<file path="src/rtl/if_fetch.sv">
// Instruction fetch stage: one outstanding imem transaction, results parked in a small buffer for decode.
// Define IF_SKID_BUF_EN for a 2-entry FIFO; otherwise a single holding register is used.
`ifndef CPU_WIDTH
`define CPU_WIDTH 32
`endif
`ifndef FLOW_WIDTH
`define FLOW_WIDTH 2
`endif
`ifndef FLOW_WORK
`define FLOW_WORK 2'b01
`endif
`ifndef FLOW_STOP
`define FLOW_STOP 2'b10
`endif
`ifndef FLOW_REFRESH
`define FLOW_REFRESH 2'b11
`endif

module if_fetch #(
    parameter logic [`CPU_WIDTH-1:0] NOP_INST = 32'h0000_0013
) (
    input  logic                   clk,
    input  logic                   rst_n,
    input  logic [`FLOW_WIDTH-1:0] flow_if_i,
    input  logic [`CPU_WIDTH-1:0]  pc_i,
    output logic                   pc_ack_o,
    output logic                   imem_req_o,
    output logic [`CPU_WIDTH-1:0]  imem_addr_o,
    input  logic                   imem_gnt_i,
    input  logic                   imem_rvalid_i,
    input  logic [`CPU_WIDTH-1:0]  imem_rdata_i,
    input  logic                   id_ready_i,
    output logic                   inst_valid_o,
    output logic [`CPU_WIDTH-1:0]  inst_o,
    output logic [`CPU_WIDTH-1:0]  inst_pc_o
);

    typedef enum logic [1:0] {IDLE, REQ, WAIT, DROP} state_e;

`ifdef IF_SKID_BUF_EN
    localparam logic [1:0] DEPTH = 2'd2;
`else
    localparam logic [1:0] DEPTH = 2'd1;
`endif

    state_e                  state_q, state_d;
    logic [`CPU_WIDTH-1:0]   tag_q, tag_d;
    logic [1:0]              cnt_q, cnt_d;
    logic                    work, refresh, push, pop;
    logic [`CPU_WIDTH-1:0]   head_inst, head_pc;

    // Anything that is neither WORK nor STOP behaves as a refresh.
    assign work    = (flow_if_i == `FLOW_WORK);
    assign refresh = !work && (flow_if_i != `FLOW_STOP);
    assign push    = (state_q == WAIT) && imem_rvalid_i && !refresh;
    assign pop     = inst_valid_o && id_ready_i && !refresh;

    always_comb begin
        cnt_d = cnt_q;
        if (refresh) begin
            cnt_d = 2'd0;
        end else begin
            cnt_d = cnt_q + {1'b0, push} - {1'b0, pop};
        end
    end

`ifdef IF_SKID_BUF_EN
    logic [`CPU_WIDTH-1:0] buf_pc_q [2];
    logic [`CPU_WIDTH-1:0] buf_pc_d [2];
    logic [`CPU_WIDTH-1:0] buf_inst_q [2];
    logic [`CPU_WIDTH-1:0] buf_inst_d [2];
    logic                  wr_ptr_q, wr_ptr_d, rd_ptr_q, rd_ptr_d;

    always_comb begin
        buf_pc_d   = buf_pc_q;
        buf_inst_d = buf_inst_q;
        wr_ptr_d   = wr_ptr_q;
        rd_ptr_d   = rd_ptr_q;
        if (refresh) begin
            wr_ptr_d = 1'b0;
            rd_ptr_d = 1'b0;
        end else begin
            if (push) begin
                buf_pc_d[wr_ptr_q]   = tag_q;
                buf_inst_d[wr_ptr_q] = imem_rdata_i;
                wr_ptr_d             = ~wr_ptr_q;
            end
            if (pop) begin
                rd_ptr_d = ~rd_ptr_q;
            end
        end
    end

    always_ff @(posedge clk or negedge rst_n) begin
        if (!rst_n) begin
            buf_pc_q   <= '{default: '0};
            buf_inst_q <= '{default: '0};
            wr_ptr_q   <= 1'b0;
            rd_ptr_q   <= 1'b0;
        end else begin
            buf_pc_q   <= buf_pc_d;
            buf_inst_q <= buf_inst_d;
            wr_ptr_q   <= wr_ptr_d;
            rd_ptr_q   <= rd_ptr_d;
        end
    end

    assign head_pc   = buf_pc_q[rd_ptr_q];
    assign head_inst = buf_inst_q[rd_ptr_q];
`else
    logic [`CPU_WIDTH-1:0] buf_pc_q, buf_pc_d, buf_inst_q, buf_inst_d;

    always_comb begin
        buf_pc_d   = buf_pc_q;
        buf_inst_d = buf_inst_q;
        if (push) begin
            buf_pc_d   = tag_q;
            buf_inst_d = imem_rdata_i;
        end
    end

    always_ff @(posedge clk or negedge rst_n) begin
        if (!rst_n) begin
            buf_pc_q   <= '0;
            buf_inst_q <= '0;
        end else begin
            buf_pc_q   <= buf_pc_d;
            buf_inst_q <= buf_inst_d;
        end
    end

    assign head_pc   = buf_pc_q;
    assign head_inst = buf_inst_q;
`endif

    // Only enter REQ with a free entry, so the single outstanding response always has a slot.
    always_comb begin
        state_d = state_q;
        tag_d   = tag_q;
        case (state_q)
            IDLE: begin
                if (work && (cnt_q < DEPTH)) state_d = REQ;
            end
            REQ: begin
                if (refresh) begin
                    state_d = IDLE;
                end else if (imem_gnt_i) begin
                    tag_d   = pc_i;
                    state_d = WAIT;
                end
            end
            WAIT: begin
                if (refresh) begin
                    state_d = imem_rvalid_i ? IDLE : DROP;
                end else if (imem_rvalid_i) begin
                    state_d = (work && (cnt_d < DEPTH)) ? REQ : IDLE;
                end
            end
            DROP: begin
                if (imem_rvalid_i) state_d = IDLE;
            end
            default: state_d = IDLE;
        endcase
    end

    always_ff @(posedge clk or negedge rst_n) begin
        if (!rst_n) begin
            state_q <= IDLE;
            tag_q   <= '0;
            cnt_q   <= 2'd0;
        end else begin
            state_q <= state_d;
            tag_q   <= tag_d;
            cnt_q   <= cnt_d;
        end
    end

    assign imem_req_o   = (state_q == REQ) && !refresh;
    assign imem_addr_o  = imem_req_o ? pc_i : '0;
    assign pc_ack_o     = imem_req_o && imem_gnt_i;
    assign inst_valid_o = (cnt_q != 2'd0);
    assign inst_o       = inst_valid_o ? head_inst : NOP_INST;
    assign inst_pc_o    = inst_valid_o ? head_pc : '0;

endmodule

</file>
<file path="config.mk">
export PLATFORM = sky130hd
export DESIGN_NAME = if_fetch
export DESIGN_NICKNAME = d
export VERILOG_FILES = /design/src/rtl/if_fetch.sv
export SDC_FILE = /design/constraint.sdc
export NUM_CORES = 1
export LEC_CHECK = 0
export ABC_AREA = 1
export CAP_MARGIN = 5
export CORE_MARGIN = 10
export CORE_UTILIZATION = 50
export CTS_BUF_LIST = sky130_fd_sc_hd__clkbuf_4
export DETAILED_ROUTE_END_ITERATION = 7
export PLACE_DENSITY = 0.87
export SLEW_MARGIN = 10
export SYNTH_ARGS = -nofsm -noshare
export SYNTH_HDL_FRONTEND = slang
export SYNTH_SLANG_ARGS = --single-unit
export TNS_END_PERCENT = 20
</file>
<file path="constraint.sdc">
create_clock -name clk -period 4.3 [get_ports clk]
set_clock_uncertainty 0.15 [all_clocks]
set_input_delay 0.645 -clock clk [delete_from_list [all_inputs] [get_ports clk]]
set_output_delay 0.645 -clock clk [all_outputs]
set_load 0.02 [all_outputs]
</file>
==> Word level (Yosys, flattened, before mapping) <==
Index checks and enable logic that the tools add are counted.
{ "word_totals": {"mem_bits_ro": 0, "latch_bits": 0, "ramBits": 0, "out_inout_bits": 99, "register_bits": 100, "n_memories": 0} }
{ "classes": {"shifts": 0, "n_reduce_logical": 15, "mul": 0, "n_bitwise": 1, "addsub": 2, "order_cmp": 2, "div_mod_pow": 0, "n_eq_ne": 9, "n_mux": 13} }
{ "op_table": {"columns": ["op", "count"], "rows": [
  ["$mux 32", 3],
  ["$mux 2", 8],
  ["$logic_and 1x1->1", 9],
  ["$pmux 2 s4", 1],
  ["$ne 2x2->1 const B", 3],
  ["$ne 3x3->1 const B", 2],
  ["$eq 2x1->1 const B", 2],
  ["$eq 2x2->1 const B", 2],
  ["$lt 2x1->1 const B", 2],
  ["$reduce_and 4->1", 1],
  ["$reduce_and 3->1", 1],
  ["$add 2x1->2", 1],
  ["$logic_not 1->1", 2],
  ["$logic_not 2->1", 1],
  ["$reduce_bool 2->1", 1],
  ["$sub 2x1->2", 1],
  ["$mux 1", 1],
  ["$not 1->1", 1]
]} }

==> Longest topological paths before layout <==
Gate-level depths: netlist of run 1.
{ "depth": {"ltp_word": 14, "mapped_depth": 13, "ltp_nobuf": 12} }

==> Least setup slack after synthesis of run 1 <==
Ideal clock, no wire load.
{ "synth_path": {"kind": "in2reg", "start": "input port flow_if_i[1]", "end": "register state_q[0]", "setup_ns": 0.077, "stages": 13, "required_time_ns": 4.073, "t_arrival_ns": 2.346, "setup_slack_ns": 1.727, "path_cell_list": "inv_1 -> ha_1 -> inv_1 -> nand3_1 -> buf_4 -> buf_6 -> ha_1 -> inv_1 -> ha_1 -> nand3b_1 -> nand3_1 -> nand2_1 -> a21oi_1"} }
{ "synth_between": {"elab_chain_len": 14, "elab_cells_between_ends": 22, "cone_classes": "add/sub: 2; order compare: 1; eq/ne: 5; mux: 6; reduce/logical: 8"} }
{ "synth_rtl": {"columns": ["item", "line_no", "rtl"], "rows": [
  ["start: declaration", "24", "input logic [`FLOW_WIDTH-1:0] flow_if_i,"],
  ["$eq 2x1->1 (no source line)", null, null],
  ["$logic_not 1->1", "54", "assign refresh = !work && (flow_if_i != `FLOW_STOP);"],
  ["$logic_and 1x1->1", "54", null],
  ["$logic_not 1->1", "55, 56", null],
  ["$logic_and 1x1->1", "55", "assign push = (state_q == WAIT) && imem_rvalid_i && !refresh;"],
  ["$add 2x1->2", "63", "cnt_d = cnt_q + {1'b0, push} - {1'b0, pop};"],
  ["$sub 2x1->2", "63", null],
  ["$mux 2", "60", "if (refresh) begin"],
  ["$lt 2x1->1", "156", "state_d = (work && (cnt_d < DEPTH)) ? REQ : IDLE;"],
  ["$logic_and 1x1->1", "156", null],
  ["$mux 1", "156", null],
  ["$mux 2", "155", "end else if (imem_rvalid_i) begin"],
  ["$mux 2", "153", "if (refresh) begin"],
  ["$pmux 2 s4", "140", "case (state_q)"],
  ["end signal: assignment", "172", "state_q <= state_d;"],
  ["end: declaration", "46", "state_e state_q, state_d;"]
]} }
Parallel ways exist; a longest one is shown, timed or not. The select of a mux whose other input is x is not followed.
A chain may end at the register's enable or synchronous reset.

==> Final worst setup path of run 1 <==
{ "layout_path": {"start": "input port flow_if_i[1]", "end": "output port imem_addr_o[6]"} }
{ "layout_between": {"elab_chain_len": 6, "elab_cells_between_ends": 7, "cone_classes": "eq/ne: 2; mux: 1; reduce/logical: 4"} }
{ "layout_rtl": {"columns": ["item", "line_no", "rtl"], "rows": [
  ["$eq 2x1->1 (no source line)", null, null],
  ["$logic_not 1->1", "54", null],
  ["$logic_and 1x1->1 (*)", "54", null],
  ["$logic_not 1->1 (*)", "178", "assign imem_req_o = (state_q == REQ) && !refresh;"],
  ["$logic_and 1x1->1 (*)", "178", null],
  ["$mux 32 (*)", "179", "assign imem_addr_o = imem_req_o ? pc_i : '0;"],
  ["end: declaration", "28", "output logic [`CPU_WIDTH-1:0] imem_addr_o,"]
]} }
Every way passes the cells marked *; elsewhere a longest branch is shown, timed or not.

==> flow_summary.ini, run 1 <==
[synthesis]
seq_area_frac_synth_pct = 54.4
postSynthAreaPerCell_um2 = 8.16
ys_top_cells_by_area = dfrtp_1 54%, nor2_1 13%, inv_1 8.6%
yosysTopAreaCell = dfrtp_1
synth.top_cell.area_share_pct = 54.4
synth_enable_flop_cells = 0
synthesis.yosys.warnings = 0
syn_inst = 564
synth.ff_latch_count = 100
synth_area_um2 = 4600
synth_cell_types = 21
synth-main-ff-cell = dfrtp_1
synth_top_cells_by_count = 162 x nor2_1, 105 x inv_1, 100 x dfrtp_1
postSynth.asyncResetShare_pct = 100
yosysMostFrequentCell = nor2_1
synth_nets = 638

[cells_and_area]
finalCoreUtilization_pct = 73.6
n_antenna_cell = 0
area_delta_synth_final_pct = 41.5
final_layout_size_suffix_gt1_share_pct = 7.62
design.final.nets = 791

[route]
first_pass_iters = 4
postRouteAntennaNets = 0
routed_wirelength_um = 12100
drc = 0
wire_per_inst_um = 14.5
vias = 3964
drtIter0Drc = 193
route.detailed.vias_per_inst = 4.78

[sta]
setup_viol = 0
period_minus_slack_ns = 3.78
final-hold-violation-count = 0
achievable-frequency_mhz = 265
total_count_of_max_transition_violations_in_the_final_report = 0
maxSlewHeadroom_pct = 37.3
rsz0062_at_grt = false
layout_worst_path_cycle_share_pct = 87.9
timing_worst_slew_pin_value_ns = 0.941
setup-tns-final_ns = 0

[clocking]
cts_tree = done
cts_max_level = 3
root_buffer_selected_by_cts = clkbuf_4
cts-hold-fix-buffers = 0
cts_resized = 0
cts_sinks = 100
cts_made_buffers = 9
clock_slew_at_the_register_clock_pins_of_the_worst_setup_and_hold_paths_ns = 0.15
clkLatencyLatePin_ns = 0.42
post_cts_buffers = 0
clock_tree.buffer_depth = 2

[setup_path]
r2r_setup_slack_ns = 1.77
startpoint_types = input pin
rr_worst_depth = 10
endpoint_kind = primary output
critical_path.reg2reg.endpoint = state_q[0]$_DFFE_PN0P_
regToRegStartpoint = cnt_q[1]$_DFF_PN0_
critical_path.startpoint = flow_if_i[1]
worst-path-max-fanout = 33
required_ns = 3.50
cp.arrival_ns = 2.98
worstSetupPathType = input pin to primary output

[die]
die_area_um2 = 13400
initial_utilization_pct = 52.0
die_width_um = 116
floorplan.rows = 34
core_area_um2 = 8850
ios = 170
die_y_um = 116

[placed_design]
port_buffers = 169
dp.final_hpwl_um = 9110
globalplace.congestion = 0.750

[global_route]
grt_pass1_wl_um = 19500
number_of_antenna_violations_at_the_first_check_in_global_routing = 0
gr-usage-all-layers_pct = 17.8
grt_remaining_overflow = 0
largest_net_degree_at_the_start_of_global_routing = 87
vias_in_the_first_global_route = 4083

[power_and_ir_drop]
power.density_cell_area_nw_per_um2 = 583
p_leak_uw = 0.00335
vdd.ir_drop.worst_v = 0.000312

[run]
maxCapViolCount = 0

[status]
status = finished clean

[worst_hold_path]
hp-class = input pin to async pin
how the worst max path moves through the flow:
stage / to / depth (start not counted)
finish: imem_addr_o[6] / 7
floorplan: state_q[0]$_DFFE_PN0P_ / 13
detailed placement: imem_addr_o[6] / 7
global route: pc_ack_o / 9
CTS: imem_addr_o[6] / 7
global placement: pc_ack_o / 9
area by class of cell:
type	count	area [µm²]
Sequential cell	100	2500
Fill cell	670	2330
Timing Repair Buffer	173	1730
Multi-Input combinational cell	325	1510
Inverter	108	405
Clock inverter	7	163
Tap cell	108	135
Clock buffer	9	67.6
metal layers:
layer	vias to the layer above	wire, µm	track usage, %
met5	-	0	0
met4	0	233	6.51
met3	16	889	5.12
met2	115	6300	32.1
met1	1853	4650	19.6
li1	1980	-	-
flip-flops by register name, indices dropped and copies added, names as in the netlist:
| signal | cells |
|---|---|
| buf_inst_q | 32 |
| buf_pc_q | 32 |
| tag_q | 32 |
| state_q | 2 |
| cnt_q | 2 |
power breakdown:
group	switching, µW	internal (µW)
Sequential	160	1360
Clock	298	411
Combinational	915	655
Total	1370	2420
layout by cell type, fill, tap and decap left out:
| master | Yosys | final |
|---|---|---|
| nor2_4 | 1 | 2 |
| clkdlybuf4s50_1 | 0 | 168 |
| o21ai_1 | 12 | 12 |
| clkbuf_4 | 0 | 9 |
| nand3_1 | 4 | 3 |
| dfrtp_1 | 100 | 100 |
| bufinv_16 | 0 | 5 |
| nand3b_1 | 1 | 1 |
| o21ai_2 | 23 | 23 |
| buf_12 | 0 | 1 |
| inv_1 | 105 | 105 |
| nand3_4 | 0 | 1 |
| o21ai_0 | 2 | 2 |
| inv_2 | 3 | 3 |
| nor2_2 | 1 | 1 |
| or2_2 | 3 | 3 |
| nor2_1 | 162 | 161 |
| clkinv_4 | 0 | 1 |
| nand2_2 | 2 | 2 |
| nand2_1 | 47 | 47 |
| clkinv_1 | 0 | 1 |
| buf_4 | 1 | 4 |
| ha_1 | 3 | 3 |
| a21oi_1 | 64 | 64 |
per-stage QoR:
stage,power [µW],hold slack [ns],instance area (µm²),std cells,worst slack (ns)
2_1_floorplan,2500,0.199,4600,564,1.73
3_3_place_gp,3040,0.317,6280,814,0.592
3_5_place_dp,3130,0.320,6280,814,0.542
4_1_cts,3840,0.219,6520,830,0.532
5_1_grt,4070,0.264,6520,830,0.364
6_report,3800,0.210,6520,830,0.522
worst max-delay path, stage by stage:
cell             delay [ns]
clkdlybuf4s50_1        0.45
inv_1                  0.04
ha_1                   0.31
inv_1                  0.20
nand2_2                0.39
nor2_1                 0.27
clkdlybuf4s50_1        0.66
kinds of logic after synthesis:
group	count (synthesis)	share of synthesized area, %
compound gates	101	12.9
fa+ha+maj	3	0.816
flops	100	54.4
simple gates	221	18.7
buf+inv	139	13.3
Note: power is estimated with default switching activity, not from simulation.
==> run 2: changes to the inputs <==
--- a/config.mk
+++ b/config.mk
@@ -11,6 +11,7 @@
 export CORE_UTILIZATION = 50
 export CTS_BUF_LIST = sky130_fd_sc_hd__clkbuf_4
 export DETAILED_ROUTE_END_ITERATION = 7
+export MAX_ROUTING_LAYER = met4
 export PLACE_DENSITY = 0.87
 export SLEW_MARGIN = 10
 export SYNTH_ARGS = -nofsm -noshare
==> flow_summary.ini, run 2 (synthesized netlist as in run 1, its figures left out) <==
[route]
first_pass_iters = 6
drtIter0Drc = 196
route.detailed.vias_per_inst = 4.79
routed_wirelength_um = 12100
vias = 3979
postRouteAntennaNets = 0
wire_per_inst_um = 14.6
drc = 0

[cells_and_area]
layout_top_registers = buf_inst_q (32), buf_pc_q (32), tag_q (32)
area_delta_synth_final_pct = 41.5
n_antenna_cell = 0
design.final.nets = 791
mostFrequentLayoutCell = clkdlybuf4s50_1
fill_cells = 670
layout.cells.most_common_list = 168 x clkdlybuf4s50_1, 161 x nor2_1, 105 x inv_1
final_layout_size_suffix_gt1_share_pct = 7.62

[setup_path]
crit_slowest_cell = clkdlybuf4s50_1
critical_path.reg2reg.endpoint = state_q[0]$_DFFE_PN0P_
cp_slowest_stage_delay_ns = 0.66
endpoint_kind = primary output
worstSetupPathType = input pin to primary output
r2r_setup_slack_ns = 1.78
regToRegStartpoint = cnt_q[1]$_DFF_PN0_
worst-path-max-fanout = 33
required_ns = 3.50
rr_worst_depth = 10
cp.arrival_ns = 2.98
cp_cell_sequence = clkdlybuf4s50_1 -> inv_1 -> ha_1 -> inv_1 -> nand2_2 -> nor2_1 -> clkdlybuf4s50_1
startpoint_types = input pin

[clocking]
post_cts_buffers = 0
cts-hold-fix-buffers = 0
cts_resized = 0
cts_made_buffers = 9
root_buffer_selected_by_cts = clkbuf_4
clock_tree.buffer_depth = 2
cts_sinks = 100
cts_max_level = 3
clock_slew_at_the_register_clock_pins_of_the_worst_setup_and_hold_paths_ns = 0.15
cts_tree = done
clkLatencyLatePin_ns = 0.42

[sta]
timing_worst_slew_pin_value_ns = 0.944
rsz0062_at_grt = false
achievable-frequency_mhz = 265
maxSlewHeadroom_pct = 37.1
total_count_of_max_transition_violations_in_the_final_report = 0
final-hold-violation-count = 0
layout_worst_path_cycle_share_pct = 87.8
period_minus_slack_ns = 3.77
setup-tns-final_ns = 0
setup_viol = 0

[run]
maxCapViolCount = 0

[die]
floorplan.rows = 34
core_area_um2 = 8850
initial_utilization_pct = 52.0
die_width_um = 116
ios = 170
die_area_um2 = 13400
die_y_um = 116

[status]
status = finished clean

[global_route]
largest_net_degree_at_the_start_of_global_routing = 87
grt_pass1_wl_um = 19500
gr-usage-all-layers_pct = 18.4
vias_in_the_first_global_route = 4074
number_of_antenna_violations_at_the_first_check_in_global_routing = 0
grt_remaining_overflow = 0

[placed_design]
port_buffers = 169
dp.final_hpwl_um = 9110
globalplace.congestion = 0.760

[power_and_ir_drop]
vdd.ir_drop.worst_v = 0.000312
p_total_uw = 3800
p_leak_uw = 0.00335
power.density_cell_area_nw_per_um2 = 583

[worst_hold_path]
hp-class = input pin to async pin
## run 2: where the power goes
group / total, µW / internal (µW) / switching [µW]
sequential: 1520 / 1360 / 160
combinational: 1570 / 655 / 915
clock: 710 / 411 / 299
## run 2: worst max-delay path, delay by kind of cell
kind          cells  cell delay (ns)
buf+inv           4             1.35
simple gates      2             0.65
fa+ha+maj         1             0.31
## run 2: worst max-delay path by stage
stage	start	end	slack [ns]	depth (start not counted)
after floorplan	flow_if_i[1]	state_q[0]$_DFFE_PN0P_	1.73	13
after global placement	flow_if_i[1]	pc_ack_o	0.59	9
after CTS	flow_if_i[1]	imem_addr_o[6]	0.53	7
final	flow_if_i[1]	imem_addr_o[6]	0.53	7
after global routing	flow_if_i[1]	pc_ack_o	0.36	9
after detailed placement	flow_if_i[1]	imem_addr_o[6]	0.54	7
## run 2: metal layers
| layer | vias up | GRT usage [%] | share of wire [%] | wire length, µm |
|---|---|---|---|---|
| li1 | 1980 | - | - | - |
| met1 | 1870 | 20.2 | 40 | 4810 |
| met2 | 115 | 32.2 | 52 | 6350 |
| met3 | 14 | 4.24 | 6.2 | 746 |
| met4 | 0 | 6.26 | 1.7 | 205 |
| met5 | - | - | 0 | 0 |
## run 2: final cells by class
cell class | instances | area, µm² | share of cell area [%]
clock inverter | 7 | 163 | 2.50
sequential | 100 | 2500 | 38.4
tap | 108 | 135 | 2.07
timing repair buffer | 173 | 1730 | 26.6
clock buffer | 9 | 67.6 | 1.04
multi-input combinational | 325 | 1510 | 23.2
inverter | 108 | 405 | 6.22
## run 2: through the flow
step	hold WS (ns)	utilization, %	cells	setup WS (ns)	area (µm²)
final	0.206	73.6	830	0.525	6520
after global routing	0.260	73.6	830	0.364	6520
after CTS	0.219	73.6	830	0.532	6520
after detailed placement	0.320	71.0	814	0.542	6280
after global placement	0.317	71.0	814	0.592	6280
after floorplan	0.199	-	564	1.73	4600
